### src/rtl/sha_pkg.sv
// Shared constants and types for the SHA message front end.
// Used by message_packer and message_build.
package sha_pkg;

  localparam int BLOCK_W         = 512;
  localparam int WORD_W          = 32;
  localparam int SIZE_W          = 64;
  localparam int WORDS_PER_BLOCK = BLOCK_W / WORD_W;

  // ceil(size/32) needs one bit more than size[63:5] for 2^64-1
  localparam int LEFT_W = SIZE_W - 4;

  typedef logic [1:0] scheme_t;

  typedef enum logic [1:0] {
    ST_IDLE,
    ST_CFG,
    ST_FILL,
    ST_SEND
  } pk_state_e;

  // Keep the top tail_bits bits of a word; zero tail means whole word.
  function automatic logic [WORD_W-1:0] tail_mask(
    input logic [4:0] tail_bits
  );
    logic [WORD_W-1:0] m;
    m = '1;
    if (tail_bits != 5'd0)
      m = ~({WORD_W{1'b1}} >> tail_bits);
    return m;
  endfunction

endpackage

### src/rtl/message_packer.sv
// Packs a 32-bit word stream big-endian into 512-bit blocks.
// Forwards per-message cfg ahead of the blocks.
module message_packer
  import sha_pkg::*;
(
  input  logic                  clk,
  input  logic                  nrst,
  input  logic [SIZE_W-1:0]     cfg_in_size,
  input  scheme_t               cfg_in_scheme,
  input  logic                  cfg_in_valid,
  output logic                  cfg_in_ready,
  input  logic [WORD_W-1:0]     word_in,
  input  logic                  word_in_valid,
  output logic                  word_in_ready,
  output logic [SIZE_W-1:0]     cfg_size,
  output scheme_t               cfg_scheme,
  output logic                  cfg_valid,
  input  logic                  cfg_ready,
  output logic [BLOCK_W-1:0]    data_out,
  output logic                  data_out_valid,
  input  logic                  data_out_ready
);

  pk_state_e          state_q, state_d;
  logic [SIZE_W-1:0]  size_q, size_d;
  scheme_t            scheme_q, scheme_d;
  logic [LEFT_W-1:0]  left_q, left_d;
  logic [4:0]         tail_q, tail_d;
  logic [3:0]         idx_q, idx_d;
  logic [BLOCK_W-1:0] buf_q, buf_d;

  logic [WORD_W-1:0]  wmask;
  logic               last_word;

  assign last_word = (left_q == LEFT_W'(1));

  // Only the final word of a message gets its trailing bits cleared
  always_comb begin
    wmask = '1;
    if (last_word)
      wmask = tail_mask(tail_q);
  end

  // Handshake outputs decode straight from the state register
  always_comb begin
    cfg_in_ready   = 1'b0;
    cfg_valid      = 1'b0;
    word_in_ready  = 1'b0;
    data_out_valid = 1'b0;
    unique case (1'b1)
      state_q == ST_IDLE: cfg_in_ready   = 1'b1;
      state_q == ST_CFG:  cfg_valid      = 1'b1;
      state_q == ST_FILL: word_in_ready  = 1'b1;
      state_q == ST_SEND: data_out_valid = 1'b1;
      default: ;
    endcase
  end

  assign cfg_size   = size_q;
  assign cfg_scheme = scheme_q;
  assign data_out   = buf_q;

  // Next-state: cfg latch, block fill and block hand-off
  always_comb begin
    state_d  = state_q;
    size_d   = size_q;
    scheme_d = scheme_q;
    left_d   = left_q;
    tail_d   = tail_q;
    idx_d    = idx_q;
    buf_d    = buf_q;
    unique case (state_q)
      ST_IDLE: begin
        if (cfg_in_valid) begin
          size_d   = cfg_in_size;
          scheme_d = cfg_in_scheme;
          left_d   = {1'b0, cfg_in_size[SIZE_W-1:5]}
                   + LEFT_W'(|cfg_in_size[4:0]);
          tail_d   = cfg_in_size[4:0];
          state_d  = ST_CFG;
        end
      end
      ST_CFG: begin
        if (cfg_ready) begin
          if (left_q == '0) begin
            state_d = ST_IDLE;
          end else begin
            buf_d   = '0;
            idx_d   = '0;
            state_d = ST_FILL;
          end
        end
      end
      ST_FILL: begin
        if (word_in_valid) begin
          for (int k = 0; k < WORDS_PER_BLOCK; k++) begin
            if (idx_q == 4'(k))
              buf_d[BLOCK_W-1-WORD_W*k -: WORD_W] = word_in & wmask;
          end
          idx_d  = idx_q + 4'd1;
          left_d = left_q - LEFT_W'(1);
          if (idx_q == 4'd15 || last_word)
            state_d = ST_SEND;
        end
      end
      ST_SEND: begin
        if (data_out_ready) begin
          if (left_q != '0) begin
            buf_d   = '0;
            idx_d   = '0;
            state_d = ST_FILL;
          end else begin
            state_d = ST_IDLE;
          end
        end
      end
      default: state_d = ST_IDLE;
    endcase
  end

  // State and datapath registers
  always_ff @(posedge clk or negedge nrst) begin
    if (!nrst) begin
      state_q  <= ST_IDLE;
      size_q   <= '0;
      scheme_q <= '0;
      left_q   <= '0;
      tail_q   <= '0;
      idx_q    <= '0;
      buf_q    <= '0;
    end else begin
      state_q  <= state_d;
      size_q   <= size_d;
      scheme_q <= scheme_d;
      left_q   <= left_d;
      tail_q   <= tail_d;
      idx_q    <= idx_d;
      buf_q    <= buf_d;
    end
  end

endmodule

### config.mk
export PLATFORM = sky130hd
export DESIGN_NAME = message_packer
export DESIGN_NICKNAME = d
export VERILOG_FILES = /design/src/rtl/sha_pkg.sv /design/src/rtl/message_packer.sv
export SDC_FILE = /design/constraint.sdc
export NUM_CORES = 1
export LEC_CHECK = 0
export BUFFER_PORTS_ARGS = -buffer_cell sky130_fd_sc_hd__buf_2
export CORE_AREA = 3 3 266 268
export DETAILED_ROUTE_END_ITERATION = 7
export DIE_AREA = 0 0 269 271
export PLACE_DENSITY_LB_ADDON = 0.25
export SETUP_SLACK_MARGIN = 0.2
export SLEW_MARGIN = 20
export SYNTH_ARGS = -nofsm -noshare
export SYNTH_HDL_FRONTEND = slang
export SYNTH_SLANG_ARGS = --single-unit
### constraint.sdc
create_clock -name clk -period 8.3 [get_ports clk]
set_clock_uncertainty 0.2 [all_clocks]
set_input_delay 1.245 -clock clk [delete_from_list [all_inputs] [get_ports clk]]
set_output_delay 1.245 -clock clk [all_outputs]
set_load 0.02 [all_outputs]
==> results.yml <==
route:
  drc: 0
  firstDrtPassIters: 6
  vias_per_cell: 5.87
  vias: 23162
  dr.first_iter.drc_count: 2164
  routed_wl_um: 106000
  drtAntennaViolNets: 0
  wl_per_cell_um: 27.0
worst_setup_path:
  worstSetupPathType: "reg2out"
  crit_fanout: 53
  endpoint_kind: "output port"
  arrival_ps: 3130
  timing.rr.end: "data_out[378]$_DFFE_PN0P_"
  required_ps: 6860
  rr_worst_depth: 8
  r2r_setup_slack_ps: 3950
  r2r_start: "left_q[38]$_DFFE_PN0P_"
  crit_path_start_kind: "register"
synthesis:
  synth.most_common_cell: "dfrtp_1"
  synth_edf_count: 0
  async_reset_ff_frac: 1.00
  syn_avg_cell_area_um2: 11.6
  synthFlopType: "dfrtp_1"
  syn_inst: 2334
  yosysWarningCount: 0
  synth_top_cell_by_area: "dfrtp_1"
  syn-num-nets: 2447
  ys_seq_area_frac: 0.596
  synth_cell_types: 69
  synth_seq_cells: 644
  mappedNetlistArea_mm2: 0.0270
  synthTopCellsByArea: "dfrtp_1 60%, a22o_1 15%, nand2_1 3.9%, a21oi_1 1.9%, clkbuf_1 1.9%"
  synth.top_cell.area_share: 0.596
  yosys-top-cells-count: "644 x dfrtp_1, 466 x a22o_1, 278 x nand2_1"
clocking:
  cts_tree: "built"
  clk_latency_ps: 610
  ctsRootBufferMaster: "clkbuf_16"
  clock-sinks: 644
  cts_resized: 0
  clock_path_buffers: 3
  cts_buffers: 70
  clk_pin_slew_ps: 60
  postCtsHoldBufs: 0
  cts_setup_buffers: 0
  htreeDepth: 3
placement:
  place.gp.congestion: 0.886
  dp_hpwl_um: 73700
  dp.cells: 3812
  io_buffers: 685
floorplanning:
  ioPinCount: 686
  core-area_mm2: 0.0686
  dieArea_mm2: 0.0729
  rows: 96
  start_util: 0.394
  die_height_um: 271
  die-width_um: 269
timing:
  drv_slew: 0
  finalHoldViolCount: 0
  rsz0062_at_grt: "false"
  fin_crit_ps: 4570
  fmax_mhz: 219
  setup_tns_ps: 0
  relSlewSlack: 0.263
  post-route-period-util: 0.551
  setup_viol: 0
  worstMarginPinSlew_ps: 1100
finish:
  nets: 3070
  fill_cells: 6104
  finalNonFillerCells: 3944
  drive_gt1_frac: 0.328
  area_delta_synth_final_pct: 26.4
  regArea_mm2: 0.0161
  multi_input_area_mm2: 0.0104
global_routing:
  grt_util_all_layers: 0.284
  grt_pass1_wl_um: 155000
  antenna_found_initial: 11
  grt_pass1_vias: 22354
  grt_max_degree: 177
  grt.overflow.total: 0
power_and_ir_drop:
  power_density_mw_per_mm2: 457
  ir_worst_vdd_mv: 0.206
  p_leak_uw: 0.0169
worst_hold_path:
  min_path_type: "reg2reg"
  min_path_cells: 2
  whs_endpoint: "cfg_size[24]$_DFFE_PN0P_"
  min_from: "cfg_size[24]$_DFFE_PN0P_"
run:
  maxCapViolCount: 0
outcome:
  status: "complete, no violations"
[through the flow]
| stage | util | cell area (um2) | hold WS, ps | setup WS (ps) | power [uW] |
|---|---|---|---|---|---|
| after floorplan | - | 27000 | 251 | 4690 | 9440 |
| after global placement | 0.461 | 31600 | 252 | 3920 | 12200 |
| after detailed placement | 0.462 | 31700 | 257 | 3890 | 12400 |
| after CTS | 0.496 | 34100 | 272 | 3700 | 15600 |
| after global routing | 0.498 | 34200 | 293 | 3570 | 16400 |
| final | 0.498 | 34200 | 271 | 3730 | 15600 |
[power by group]
part | total, uW | switching (uW) | internal [uW]
sequential | 5200 | 842 | 4360
clock | 3200 | 1310 | 1880
combinational | 7230 | 4840 | 2390
[worst max-delay path by stage]
stage / start / to / cells after the start
after global routing: state_q[0]$_DFFE_PN0P_ / word_in_ready / 6
after CTS: state_q[0]$_DFFE_PN0P_ / word_in_ready / 6
after floorplan: left_q[43]$_DFFE_PN0P_ / data_out[352]$_DFFE_PN0P_ / 8
after detailed placement: left_q[38]$_DFFE_PN0P_ / data_out[44]$_DFFE_PN0P_ / 7
after global placement: left_q[43]$_DFFE_PN0P_ / data_out[306]$_DFFE_PN0P_ / 7
final: state_q[0]$_DFFE_PN0P_ / word_in_ready / 6
[final cells by class]
type	count	area share
Antenna cell	7	0.000512
Clock buffer	99	0.0597
Clock inverter	22	0.00922
Inverter	17	0.00187
Multi-Input combinational cell	1469	0.303
Sequential cell	644	0.471
Tap cell	931	0.0341
Timing Repair Buffer	755	0.120
[routing by layer]
layer	GRT usage	wire [um]
met1	0.369	41900
met2	0.455	50500
met3	0.0732	10100
met4	0.106	3830
met5	0	54
[registers in the layout, indices dropped and copies added (netlist names), named ones only]
name,count
idx_q,4
cfg_size,64
cfg_scheme,2
data_out,512
left_q,60
state_q,1
[critical path, stage by stage (launching register included)]
cell and delay [ps]:
dfrtp_1 360, buf_4 200, nand2b_2 190, buf_4 310, inv_2 700, buf_4 470
buf_2 250
[placed cells by master, fill, tap and decap left out, types with 6 or more instances in the layout]
cell type and n:
ha_1 9, nor3_1 53, and3_1 11, and2_1 7, mux2_2 32, a22o_1 466, a31oi_1 12, a211oi_1 7
nor2_1 83, o211ai_1 15, o2bb2ai_1 15, o31ai_1 8, or2_2 9, a21oi_2 24, dfrtp_1 644, xnor2_1 33
or3_1 16, a221o_1 6, diode_2 7, clkbuf_8 16, buf_4 61, nand4_1 36, xor2_1 21, o21ai_0 57
a21oi_1 59, nand3_1 42, clkbuf_1 12, nor4_1 28, buf_2 684, or4_1 13, clkinv_2 9, nor3_4 16
a21oi_4 20, clkbuf_16 71, o22ai_1 6, and4_1 7, nand2_1 277, inv_1 16
[cells by family after synthesis]
group,count (synthesis),share of synthesized area
flops,644,0.596
buf+inv,221,0.0381
xor+xnor,54,0.0175
mux,37,0.0152
compound gates,742,0.215
fa+ha+maj,9,0.00416
simple gates,627,0.114
Note: power is estimated with default switching activity, not from simulation.
